--- src/rtl/pixel_block_assembler_pkg.sv ---
// Shared types and constants for the pixel block assembler.
// Block layout matches the edge_detection_filter input vector.
package pixel_block_assembler_pkg;

  localparam int PIX_W_DEF   = 8;
  localparam int BLK_DIM_DEF = 8;
  localparam int IDX_W_DEF   = 16;
  localparam int BLK_PIX     = BLK_DIM_DEF * BLK_DIM_DEF;
  localparam int BLK_W       = PIX_W_DEF * BLK_PIX;

  typedef logic [BLK_W-1:0] blk_vec_t;

  // Row-major pixel position inside a block
  function automatic int pix_idx(
    input int r,
    input int c,
    input int dim
  );
    return r * dim + c;
  endfunction

endpackage

--- src/rtl/pixel_block_assembler_bank.sv ---
// One block bank: single write port, whole block readable in parallel.
// Contents are deliberately not reset.
module block_bank_ram
  import pixel_block_assembler_pkg::*;
#(
  parameter int PIX_W   = PIX_W_DEF,
  parameter int BLK_DIM = BLK_DIM_DEF,
  localparam int NPIX   = BLK_DIM * BLK_DIM,
  localparam int AW     = $clog2(NPIX)
) (
  input  logic                  clk,
  input  logic                  we,
  input  logic [AW-1:0]         addr,
  input  logic [PIX_W-1:0]      din,
  output logic [PIX_W*NPIX-1:0] rd
);

  logic [PIX_W-1:0] mem [NPIX];

  always_ff @(posedge clk) begin
    if (we) mem[addr] <= din;
  end

  for (genvar r = 0; r < BLK_DIM; r++) begin : g_row
    for (genvar c = 0; c < BLK_DIM; c++) begin : g_col
      localparam int P = pix_idx(r, c, BLK_DIM);
      assign rd[P*PIX_W +: PIX_W] = mem[P];
    end
  end

endmodule

--- src/rtl/pixel_block_assembler.sv ---
// Ping-pong assembler: raster pixel stream in, whole 8x8 blocks out.
// One bank fills while the other is held for the downstream filter.
module pixel_block_assembler
  import pixel_block_assembler_pkg::*;
#(
  parameter int PIX_W   = PIX_W_DEF,
  parameter int BLK_DIM = BLK_DIM_DEF,
  parameter int IDX_W   = IDX_W_DEF,
  localparam int NPIX   = BLK_DIM * BLK_DIM,
  localparam int OUT_W  = PIX_W * NPIX,
  localparam int CNT_W  = $clog2(NPIX)
) (
  input  logic             clk,
  input  logic             reset,
  input  logic [PIX_W-1:0] pix_in,
  input  logic             pix_valid,
  output logic             pix_ready,
  output logic [OUT_W-1:0] blk_out,
  output logic             blk_valid,
  input  logic             blk_ready,
  output logic [IDX_W-1:0] blk_index,
  output logic             busy
);

  logic [CNT_W-1:0] wr_cnt;
  logic             wr_bank;
  logic             rd_bank;
  logic [1:0]       full;
  logic             accept;
  logic             last;
  logic             consume;
  logic [OUT_W-1:0] q [2];

  // Held low during reset so nothing is accepted before release
  assign pix_ready = reset & ~full[wr_bank];
  assign accept    = pix_valid & pix_ready;
  assign last      = accept & (wr_cnt == CNT_W'(NPIX - 1));
  assign blk_valid = full[rd_bank];
  assign consume   = blk_valid & blk_ready;
  assign blk_out   = q[rd_bank];
  assign busy      = (|full) | (wr_cnt != '0);

  for (genvar b = 0; b < 2; b++) begin : g_bank
    block_bank_ram #(
      .PIX_W   (PIX_W),
      .BLK_DIM (BLK_DIM)
    ) u_bank (
      .clk  (clk),
      .we   (accept & (wr_bank == 1'(b))),
      .addr (wr_cnt),
      .din  (pix_in),
      .rd   (q[b])
    );
  end

  always_ff @(posedge clk or negedge reset) begin
    if (!reset) begin
      wr_cnt    <= '0;
      wr_bank   <= 1'b0;
      rd_bank   <= 1'b0;
      full      <= '0;
      blk_index <= '0;
    end else begin
      if (accept) wr_cnt <= last ? '0 : wr_cnt + 1'b1;
      if (last) wr_bank <= ~wr_bank;
      if (consume) begin
        rd_bank   <= ~rd_bank;
        blk_index <= blk_index + 1'b1;
      end
      // Set and clear never hit the same bank in one cycle
      for (int b = 0; b < 2; b++) begin
        if (last && wr_bank == 1'(b))
          full[b] <= 1'b1;
        else if (consume && rd_bank == 1'(b))
          full[b] <= 1'b0;
      end
    end
  end

endmodule

--- config.mk ---
export PLATFORM = sky130hd
export DESIGN_NAME = pixel_block_assembler
export DESIGN_NICKNAME = d
export VERILOG_FILES = /design/src/rtl/pixel_block_assembler_pkg.sv /design/src/rtl/pixel_block_assembler_bank.sv /design/src/rtl/pixel_block_assembler.sv
export SDC_FILE = /design/constraint.sdc
export NUM_CORES = 1
export LEC_CHECK = 0
export CELL_PAD_IN_SITES_DETAIL_PLACEMENT = 0
export CELL_PAD_IN_SITES_GLOBAL_PLACEMENT = 1
export CORE_ASPECT_RATIO = 1.1
export CORE_UTILIZATION = 40
export CTS_CLUSTER_DIAMETER = 30
export DETAILED_ROUTE_END_ITERATION = 10
export DONT_BUFFER_PORTS = 1
export PLACE_DENSITY = 0.72
export SLEW_MARGIN = 20
export SYNTH_ARGS = -nofsm -noshare
export SYNTH_HDL_FRONTEND = slang
export SYNTH_SLANG_ARGS = --single-unit
--- constraint.sdc ---
create_clock -name clk -period 3 [get_ports clk]
set_input_delay 0.15 -clock clk [delete_from_list [all_inputs] [get_ports clk]]
set_output_delay 0.15 -clock clk [all_outputs]
set_load 0.05 [all_outputs]
==> implementation parameters, run 1 <==
Parameter                              Value

Run status
  Outcome    finished clean

Final layout
  Net count of the finished layout    roughly 2200
  Proportion of layout cells with a drive suffix above 1    40.81%
  Post-route cell area    roughly 48000 um2
  Most common cell after layout, fill and taps aside    sky130_fd_sc_hd__edfxtp_1
  Fill cells    ~7700
  Area growth from synthesis to layout    22.38%
  Highest-count cells in the layout ignoring fill and taps    sky130_fd_sc_hd__edfxtp_1, sky130_fd_sc_hd__mux2_2, sky130_fd_sc_hd__clkbuf_16
  Finished Core Util    roughly 50%
  Filler-free cell count of the finished design    ~3600

Power
  Switching power of the nets    between 10 and 15 mW
  Power Internal    around 30 mW
  Standby leakage power    approximately 16 nW
  Worst voltage drop across the vdd grid    0.0006862 V
  Proportion of power drawn by flip-flops and latches    40.8%
  Clock power share    about half
  Power per cell area    844.0 nW/um2
  Switching share of total power    25.45%
  Combinational share of power    around 9%

Detailed routing
  Detailed-route vias per instance    5.081
  Wirelength, routed    a little under 100000 um
  Overall via count from detail_route    approximately 18000
  WL/cell    roughly 27 um
  First-pass DRT Iterations    5
  Number of DRC violations after detailed-routing iteration 0    between 1000 and 1500
  Antenna violation net count after detailed routing    0
  Post-route DRC violation count    0

STA
  RSZ-0062 raised after global routing    no
  FMAX    350.4 MHz
  Final Hold Viols    0
  Worst-margin pin slew    approximately 0.8 ns
  Min Clock Period, post-route    2.854 ns
  Finish-stage setup viols    0
  Least setup slack across all paths after layout    0.1458 ns
  Worst rel slew slack    45.83%
  Total negative setup slack    0 ns
  Pins over their slew limit    0
  Setup clock skew after layout    ~0.030 ns
  Final cycle utilization of the critical path    a little over nine tenths

Floorplanning
  Initial core utilization    between 40% and 50%
  Die extent in y    329.1 um
  Die outline area    around 99000 um2
  Row cnt    roughly 120
  Die X-Extent    299.3 um
  Placeable Area    slightly below 100000 um2
  Top Ports    543

Setup path
  Startpoint of the lowest-slack register-to-register path    wr_cnt[2]
  Critical path launch point type    register
  Setup Crit Path Kind    register to primary output
  RR Endpoint    g_bank[0].u_bank.mem[48][5]
  WP data required    around 2.9 ns
  Highest net fanout along the worst path    49
  Arrival time worst endpoint    about 2.7 ns
  Worst reg2reg path depth    3
  Minimum setup slack among reg-to-reg paths    around 0.55 ns
  Crit. End Element    primary output

Place
  Pre-CTS WS    0.5386 ns
  Number of cells after detailed placement    3207
  Area of placed instances    a little over 40000 um2
  IO buf count    0
  Final GP Congestion    approximately 0.77
  HPWL Detailed    just under 60000 um

Min path
  HP Start    pix_valid
  Hold endpoint    full[1]
  Tightest Hold Check Type    input port to register
  Number of instances on the worst hold path    3

Yosys
  Number of distinct standard cells referenced by the synthesized netlist    38
  Post-synthesis instance total    about 1900
  Sequential element share of the synthesized area    roughly 81%
  Post-Synthesis Cell Area    between 30000 and 40000 um2
  Post-synthesis area per instance    around 20 um2
  Total nets after synthesis    between 1500 and 2000
  Number of warnings printed during yosys synthesis    0
  Post-synthesis register bit count    around 1100

GRT
  Number of antenna violations at the first check in global routing    1
  Global-route wire length before repair    between 100000 and 150000 um
  Largest net degree at the start of global routing    roughly 130
  Vias in the first global route    about 19000
  Global Route Usage Sum    19.55%
  Sum of overflow across all layers after global routing    0

Clock tree
  TritonCTS clock tree    done
  CTS H-tree lvls    4
  Root buffer selected by CTS    sky130_fd_sc_hd__clkbuf_16
  Total clock buffers created by CTS    180
  CTS clk-pin slew, worst paths    0.05 ns
  Worst-skew pair later-pin latency    roughly 0.76 ns
  Number of buffers inserted to repair setup after CTS    0
  Clock sinks    ~1100
  Worst-case clock buffer depth    3

Flow run
  Maxcap violations    0
==> flip-flops by register name, summed over array words and instances (netlist names) <==
register and cells:
blk_index 16, full 2, g_bank.u_bank.mem 1024, rd_bank 1, wr_bank 1, wr_cnt 6
==> cell usage after synthesis (all sizes together) <==
master | number | share of area, %
a21oi | 5 | 0.064
a31oi | 1 | 0.016
and2 | 2 | 0.032
and3 | 6 | 0.096
and3b | 1 | 0.023
and4 | 2 | 0.045
buf | 65 | 0.84
clkbuf | 13 | 0.13
dfrtp | 26 | 1.7
edfxtp | 1024 | 79
ha | 3 | 0.096
inv | 5 | 0.048
mux2 | 513 | 15
mux2i | 2 | 0.084
nand2 | 40 | 0.39
nand2b | 2 | 0.032
nand3 | 15 | 0.21
nand3b | 3 | 0.058
nand4 | 5 | 0.080
nand4b | 1 | 0.023
nor2 | 135 | 1.3
nor3 | 8 | 0.10
nor3b | 2 | 0.039
nor4 | 3 | 0.13
o21ai | 6 | 0.077
o31ai | 1 | 0.019
or3 | 4 | 0.064
or3b | 1 | 0.023
or4 | 1 | 0.019
xnor2 | 11 | 0.25
xor2 | 7 | 0.16
==> stage by stage <==
step           power, mW  hold slack [ns]
3_5_place_dp       19.88          -0.1449
6_report           40.18           0.3239
3_3_place_gp       19.87          -0.1448
5_1_grt            41.29           0.3115
2_1_floorplan      19.27          -0.1456
4_1_cts            40.52           0.2337
==> critical path: stages, from the launching register on <==
cell and delay [ns]:
sky130_fd_sc_hd__dfrtp_4 0.79, sky130_fd_sc_hd__buf_12 0.30, sky130_fd_sc_hd__buf_12 0.30, sky130_fd_sc_hd__mux2_2 0.53
==> metal layers <==
layer	track usage, %	vias up	wire (um)
met1	22.21	9316	37240
met2	32.73	655	49380
met3	7.459	171	8011
met5	0	-	0
li1	-	7986	-
met4	8.740	0	3455
==> cell families (layout without fill, tap and decap cells) <==
family                     after synthesis  after routing  share of synthesized area, %
and+or+nand+nor                        231            231                         2.657
buffers and inverters                   83            466                         1.016
other                                    0              2                             0
DFF                                   1050           1050                         80.72
xor gates and xnor gates                18             18                        0.4052
AOI/OAI and AO/OA                       13             13                        0.1769
adders and majority gates                3              3                       0.09650
muxes                                  515            515                         14.93
==> power by group through the flow <==
| stage | registers, mW | clock network (mW) | logic [mW] |
|---|---|---|---|
| 3_5_place_dp | 16.7 | 0 | 3.23 |
| 5_1_grt | 16.4 | 21.2 | 3.67 |
| 2_1_floorplan | 16.6 | 0 | 2.71 |
| 6_report | 16.4 | 20.2 | 3.55 |
| 3_3_place_gp | 16.6 | 0 | 3.22 |
| 4_1_cts | 16.4 | 20.5 | 3.60 |
==> what timing repair did <==
item,in CTS,in global routing
gates resized for setup,2,2
hold buffers,22,0
setup endpoints to repair,1,11
hold endpoints to repair,1084,0
==> layout make-up <==
cell class                 count  area (um2)  area share (%)
sequential                  1050       31400           65.96
multi-input combinational    780        7132           14.98
clock buffer                 202        4703           9.879
tap                         1270        1589           3.338
clock inverter               135        1479           3.106
timing repair buffer         124        1279           2.686
inverter                       5       18.77         0.03942
antenna                        2       5.005         0.01051
==> worst max-delay path by stage <==
stage / from / to / cells past startpoint
after global placement: wr_cnt[2] / g_bank[0].u_bank.mem[42][4] / 3
after global routing: rd_bank / blk_out[496] / 3
final: rd_bank / blk_out[496] / 3
after floorplan: wr_bank / g_bank[0].u_bank.mem[63][0] / 4
after detailed placement: wr_cnt[2] / g_bank[0].u_bank.mem[42][4] / 3
after CTS: wr_cnt[3] / busy / 2
No activity file was read; power rests on OpenSTA's default activity.
==> run 2, diff against run 1 <==
- SYNTH_HIERARCHICAL: not set -> 1
==> implementation parameters, run 2 <==
Parameter                              Value

Yosys
  Post-synth ARST share    2.476% (unchanged)
  Number of warnings printed during yosys synthesis    6 (+6)
  Post-synthesis instance total    1908 (-0.26%)
  Post-synthesis area per instance    20.54 um2 (+0.98%)
  EDFF count, synth    1024 (unchanged)
  Total nets after synthesis    1923 (-0.26%)
  Most frequently used cell type in the post-synthesis netlist    sky130_fd_sc_hd__edfxtp_1
  Commonest cells in the synthesized netlist    sky130_fd_sc_hd__edfxtp_1, sky130_fd_sc_hd__mux2_2, sky130_fd_sc_hd__nor2_1
  Cell taking the most area after synthesis    sky130_fd_sc_hd__edfxtp_1
  Share of the synthesized area in the top cell type    78.48% (-0.56 points)
  Top flip-flop cell by instance count after synthesis    sky130_fd_sc_hd__edfxtp_1
  Post-Synthesis Cell Area    39180 um2 (+0.72%)
  Sequential element share of the synthesized area    80.14% (-0.57 points)
  Number of distinct standard cells referenced by the synthesized netlist    41 (+7.9%)
  Post-synthesis register bit count    1050 (unchanged)
  Largest cells by area after synthesis    sky130_fd_sc_hd__edfxtp_1, sky130_fd_sc_hd__mux2_2, sky130_fd_sc_hd__dfrtp_1

Detailed routing
  Wirelength, routed    102400 um (+4.4%)
  Detailed-route vias per instance    5.161 (+1.6%)
  Overall via count from detail_route    18630 (+2.8%)
  Post-route DRC violation count    0 (unchanged)
  Number of DRC violations after detailed-routing iteration 0    1403 (+9.2%)
  Antenna violation net count after detailed routing    0 (unchanged)
  WL/cell    28.37 um (+3.2%)
  First-pass DRT Iterations    5 (unchanged)

Final layout
  Highest-count cells in the layout ignoring fill and taps    sky130_fd_sc_hd__edfxtp_1, sky130_fd_sc_hd__mux2_2, sky130_fd_sc_hd__clkbuf_16
  Net count of the finished layout    2186 (+1.4%)
  Reg with most FFs    g_bank.u_bank/mem
  Max FFs per register    1024 (unchanged)
  Count of inserted antenna diode cells    0 (-2)
  Largest registers    g_bank.u_bank/mem x1024, blk_index x16, wr_cnt x6
  Area growth from synthesis to layout    23.32%
  Most common cell after layout, fill and taps aside    sky130_fd_sc_hd__edfxtp_1
  Proportion of layout cells with a drive suffix above 1    43.24% (+2.4 points)
  Finished Core Util    49.74% (+0.17 points)

Setup path
  Arrival time worst endpoint    2.71 ns (about the same)
  Critical path launch point type    register
  Max stage delay cell, worst path    sky130_fd_sc_hd__mux2_2
  WP data required    2.85 ns (about the same)
  Family with the most delay on the worst path    buffers and inverters
  Delay contributed by the slowest stage of the critical path    0.53 ns (-0.26 ns)
  Buffers plus inverters on the worst setup path    2 (unchanged)
  Most common cell on crit path    sky130_fd_sc_hd__buf_12
  Setup Crit Path Kind    register to primary output
  Crit. End Element    primary output
  Highest net fanout along the worst path    79 (+61%)
  Cell Chain, Critical Path    buf_12 -> buf_12 -> mux2_2

Clock tree
  CTS H-tree lvls    4 (unchanged)
  Worst-case clock buffer depth    3 (unchanged)
  Total clock buffers created by CTS    179 (-0.56%)
  TritonCTS clock tree    done
  Number of buffers inserted to repair setup after CTS    0 (unchanged)
  Clock sinks    1050 (unchanged)
  Root buffer selected by CTS    sky130_fd_sc_hd__clkbuf_16
  CTS clk-pin slew, worst paths    0.04 ns (about the same)
  Worst-skew pair later-pin latency    0.77 ns (about the same)

Flow run
  Maxcap violations    0 (unchanged)

STA
  Final cycle utilization of the critical path    95.46% (+0.32 points)
  Final Hold Viols    0 (unchanged)
  Finish-stage setup viols    0 (unchanged)
  Worst rel slew slack    36.88% (-8.9 points)
  FMAX    349.2 MHz (-0.34%)
  Total negative setup slack    0 ns (unchanged)
  Least setup slack across all paths after layout    0.1362 ns (-0.009624 ns)
  Worst-margin pin slew    0.9469 ns (+0.1342 ns)
  Min Clock Period, post-route    2.864 ns (+0.009624 ns)
  RSZ-0062 raised after global routing    no
  Pins over their slew limit    0 (unchanged)
  Setup clock skew after layout    0.03344 ns (+0.003726 ns)

Floorplanning
  Initial core utilization    40.33% (-0.17 points)
  Die outline area    99210 um2 (+0.71%)
  Top Ports    543 (unchanged)
  Die X-Extent    300.4 um (+0.36%)
  Row cnt    120 (+0.84%)
  Die extent in y    330.3 um (+0.36%)
  Placeable Area    97140 um2 (+1.2%)

Place
  HPWL Detailed    60600 um (+2.1%)
  Pre-CTS WS    -0.01541 ns (-0.5540 ns)
  IO buf count    0 (unchanged)
  Final GP Congestion    0.7792 (+0.66%)

GRT
  Number of antenna violations at the first check in global routing    2 (+1)
  Vias in the first global route    19100 (+1.3%)
  Global-route wire length before repair    140400 um (+2.8%)
  Largest net degree at the start of global routing    129 (unchanged)
  Global Route Usage Sum    20.14% (+0.59 points)
  Sum of overflow across all layers after global routing    0 (unchanged)

Min path
  Tightest Hold Check Type    input port to register

Power
  Total power    40.34 mW (+0.41%)
  Worst voltage drop across the vdd grid    0.0006033 V (-12%)
  Standby leakage power    15.82 nW (+1.5%)
  Power per cell area    834.9 nW/um2 (-1.1%)

Run status
  Outcome    finished clean
-- run 2: cell count changes after synthesis, moves of 4 or more --
cell | before | now
sky130_fd_sc_hd__nor2_1 | 135 | 108
sky130_fd_sc_hd__nand4b_1 | 1 | 6
sky130_fd_sc_hd__or3b_1 | 0 | 6
sky130_fd_sc_hd__buf_2 | 63 | 45
sky130_fd_sc_hd__nor2_2 | 0 | 12
sky130_fd_sc_hd__buf_6 | 0 | 4
sky130_fd_sc_hd__nand4_1 | 5 | 10
sky130_fd_sc_hd__buf_4 | 1 | 25
sky130_fd_sc_hd__nand2_1 | 40 | 16
sky130_fd_sc_hd__nand4bb_1 | 0 | 6
sky130_fd_sc_hd__nor4b_1 | 0 | 7
-- run 2: timing repair --
| action | CTS | global route |
|---|---|---|
| hold buffers | 22 | 0 |
| hold endpoints to repair | 1076 | 0 |
| setup endpoints to repair | 1 | 137 |
| pin swaps | 0 | 0 |
| gates resized for setup | 1 | 1 |
| cloned | 0 | 0 |
-- run 2: metal layers --
metal / up-vias / part of all wire [%] / global-route usage (%)
met2: 779 / 50 / 33.31
met1: 9617 / 39 / 23.89
met3: 169 / 8.4 / 7.340
li1: 8062 / - / -
met4: 4 / 3.0 / 7.853
met5: - / 0.018 / 0
-- run 2: power by group --
group	switching, mW	internal, mW
combinational	2.02	0.540
sequential	0.193	16.3
clock	7.63	13.7
-- run 2: through the flow --
step                      instance area [um2]  instances  hold slack, ns
after floorplan                         39180       1908         -0.1456
after global placement                  41470       3249         -0.1448
after detailed placement                41470       3249         -0.1448
after CTS                               48320       3610          0.2618
after global routing                    48320       3610          0.3210
final                                   48320       3610          0.3508
-- run 2: cells by family after synthesis --
logic type / count (synthesis) / share of synthesized area, %
AO/OA/AOI/OAI: 12 / 0.1852
XOR/XNOR: 18 / 0.4024
adder cells (fa/ha/maj): 3 / 0.09581
buffers and inverters: 95 / 1.370
flip-flops: 1050 / 80.14
multiplexers: 514 / 14.80
AND/OR/NAND/NOR: 216 / 3.008
-- run 2: area by class of cell --
| type | count | area (um2) |
|---|---|---|
| fill | 7647 | 48820 |
| sequential | 1050 | 31400 |
| multi-input combinational | 763 | 7262 |
| clock buffer | 192 | 4549 |
| clock inverter | 147 | 1917 |
| tap | 1281 | 1603 |
| timing repair buffer | 171 | 1562 |
| inverter | 6 | 22.52 |
-- run 2: final timing paths --
path,from,end,slack (ns),depth (start not counted)
min in group asynchronous,reset,blk_index[14],0.48,4
hold / removal,blk_ready,rd_bank,0.35,2
max in group asynchronous,reset,rd_bank,2.32,4
setup reg to reg,full[1],g_bank[0].u_bank/mem[4][4],0.23,5
hold reg to reg,full[1],rd_bank,0.61,1
setup / recovery,rd_bank,blk_out[230],0.14,3
-- run 2: worst reg2reg max path, stage by stage (launching register included) --
cell and delay [ns]:
sky130_fd_sc_hd__dfrtp_1 0.45, sky130_fd_sc_hd__mux2i_1 0.26, sky130_fd_sc_hd__nand3_1 0.24, sky130_fd_sc_hd__nor2_2 0.36
sky130_fd_sc_hd__nand4bb_1 0.40, sky130_fd_sc_hd__nor2_1 0.71
==> run 3, diff against run 2 <==
- clock period: 3 -> 3.2 ns (I/O delays scaled with it)
==> implementation parameters, run 3 (synthesis gave the netlist of run 2 again) <==
Parameter                              Value

Floorplanning
  Die outline area    99210 um2 (unchanged)
  Placeable Area    97140 um2 (unchanged)
  Initial core utilization    40.33% (unchanged)
  Die X-Extent    300.4 um (unchanged)
  Die extent in y    330.3 um (unchanged)
  Row cnt    120 (unchanged)
  Top Ports    543 (unchanged)

Min path
  Tightest Hold Check Type    input port to register

GRT
  GRT busiest layer    met2
  Met1 demand-to-capacity share in global routing    22.89% (-1.0 points)
  Met2 Use GR    32.64% (-0.67 points)
  Global Route Usage Sum    19.81% (-0.33 points)
  Largest net degree at the start of global routing    135 (+4.7%)
  Global-route wire length before repair    138600 um (-1.3%)
  Vias in the first global route    19190 (+0.43%)
  Number of antenna violations at the first check in global routing    3 (+1)
  Global Route met3 Usage    7.459% (+0.12 points)
  Sum of overflow across all layers after global routing    0 (unchanged)

Detailed routing
  Wirelength, routed    100600 um (-1.8%)
  Antenna violation net count after detailed routing    0 (unchanged)
  Detailed-route vias per instance    5.151 (-0.19%)
  First-pass DRT Iterations    5 (unchanged)
  WL/cell    28.03 um (-1.2%)
  Number of DRC violations after detailed-routing iteration 0    1295 (-7.7%)
  Overall via count from detail_route    18480 (-0.82%)
  Post-route DRC violation count    0 (unchanged)

Final layout
  Finished Core Util    49.32% (-0.42 points)
  Most common cell after layout, fill and taps aside    sky130_fd_sc_hd__edfxtp_1
  Highest-count cells in the layout ignoring fill and taps    sky130_fd_sc_hd__edfxtp_1, sky130_fd_sc_hd__mux2_2, sky130_fd_sc_hd__clkbuf_16
  Max FFs per register    1024 (unchanged)
  Area growth from synthesis to layout    22.29%
  Net count of the finished layout    2165 (-0.96%)
  Largest registers    g_bank.u_bank/mem x1024, blk_index x16, wr_cnt x6
  Proportion of layout cells with a drive suffix above 1    41.98% (-1.3 points)
  Reg with most FFs    g_bank.u_bank/mem
  Count of inserted antenna diode cells    0 (unchanged)

Clock tree
  Total clock buffers created by CTS    180 (+0.56%)
  Clock sinks    1050 (unchanged)
  Worst-case clock buffer depth    3 (unchanged)
  Root buffer selected by CTS    sky130_fd_sc_hd__clkbuf_16
  Worst-skew pair later-pin latency    0.77 ns (about the same)
  CTS clk-pin slew, worst paths    0.04 ns (about the same)
  CTS H-tree lvls    4 (unchanged)
  PostCTS Resize Cnt    0 (-1)
  TritonCTS clock tree    done

Run status
  Outcome    finished clean

STA
  Worst-margin pin slew    1.247 ns (+0.3005 ns)
  Worst rel slew slack    16.84% (-20 points)
  Setup clock skew after layout    0.04545 ns (+0.01201 ns)
  Pins over their slew limit    0 (unchanged)
  Least setup slack across all paths after layout    0.1789 ns (+0.04270 ns)
  Finish-stage setup viols    0 (unchanged)
  Final Hold Viols    0 (unchanged)
  RSZ-0062 raised after global routing    no
  FMAX    between 300 and 400 MHz
  Total negative setup slack    0 ns (unchanged)
  Min Clock Period, post-route    a little over 3 ns
  Final cycle utilization of the critical path    between 90% and 100%
  Worst Hold Margin    0.3851 ns (+0.03428 ns)

Setup path
  Cell Chain, Critical Path    mux2i_1 -> and3_1 -> and2_1 -> or4b_1 -> buf_4 -> nor2_2
  WP data required    3.58 ns (+0.73 ns)
  Delay contributed by the slowest stage of the critical path    0.48 ns (-0.05 ns)
  Highest net fanout along the worst path    9 (-89%)
  Setup Crit Path Kind    register to register
  Critical path launch point type    register
  Crit. End Element    register
  Max stage delay cell, worst path    sky130_fd_sc_hd__or4b_1
  Arrival time worst endpoint    3.40 ns (+0.69 ns)

Power
  Total power    36.81 mW (-8.8%)
  Standby leakage power    15.59 nW (-1.4%)
  Worst voltage drop across the vdd grid    0.0004905 V (-19%)
  Power per cell area    768.2 nW/um2 (-8.0%)

Place
  Final GP Congestion    0.7853 (+0.78%)
  IO buf count    0 (unchanged)
  Pre-CTS WS    0.2055 ns (+0.2209 ns)
  HPWL Detailed    60700 um (+0.18%)

Flow run
  Maxcap violations    0 (unchanged)
run 3: what timing repair did:
item / 4_1_cts / 5_1_grt
endpoints found under the hold margin: 1076 / 0
hold buffers: 22 / 0
buffers inserted: 0 / 0
run 3: final cells by class:
| cell class | instances | area (um2) |
|---|---|---|
| fillers | 7716 | 49230 |
| flip-flops and latches | 1050 | 31400 |
| multi-input cells | 763 | 7257 |
| clock buffers | 201 | 4614 |
| clock inverters | 137 | 1617 |
| well taps | 1281 | 1603 |
| repair buffers | 149 | 1396 |
| inverters | 6 | 22.52 |
run 3: path summary, 6_finish.rpt:
path                            from                         end  slack, ns  cells past startpoint
max                          wr_bank  g_bank[1].u_bank/mem[8][1]       0.18                      6
min                        blk_ready                     rd_bank       0.39                      2
max reg2reg                  wr_bank  g_bank[1].u_bank/mem[8][1]       0.18                      6
min reg2reg                  wr_bank                     wr_bank       0.58                      1
max in group asynchronous      reset                     rd_bank       2.48                      4
min in group asynchronous      reset               blk_index[14]       0.49                      4
run 3: worst max-delay path: cells and delay by family (launching register included):
family / cells / cell delay, ns
muxes: 1 / 0.31
buffers and inverters: 1 / 0.24
and+or+nand+nor: 4 / 1.66
DFF: 1 / 0.45
run 3: where the power goes:
group | switching [mW] | internal (mW)
clock | 6.86 | 12.2
sequential | 0.157 | 15.3
combinational | 1.85 | 0.493
total | 8.87 | 27.9
run 3: per-layer routing:
layer | wire [um] | part of all wire (%)
met5 | 23 | 0.023
met2 | 50020 | 50
met3 | 8668 | 8.6
met4 | 3797 | 3.8
met1 | 38040 | 38
run 3: through the flow:
step / cell area, um2 / instances
final: 47910 / 3587
after global routing: 47910 / 3587
after CTS: 47910 / 3587
after detailed placement: 41300 / 3227
after global placement: 41300 / 3227
after floorplan: 39180 / 1908
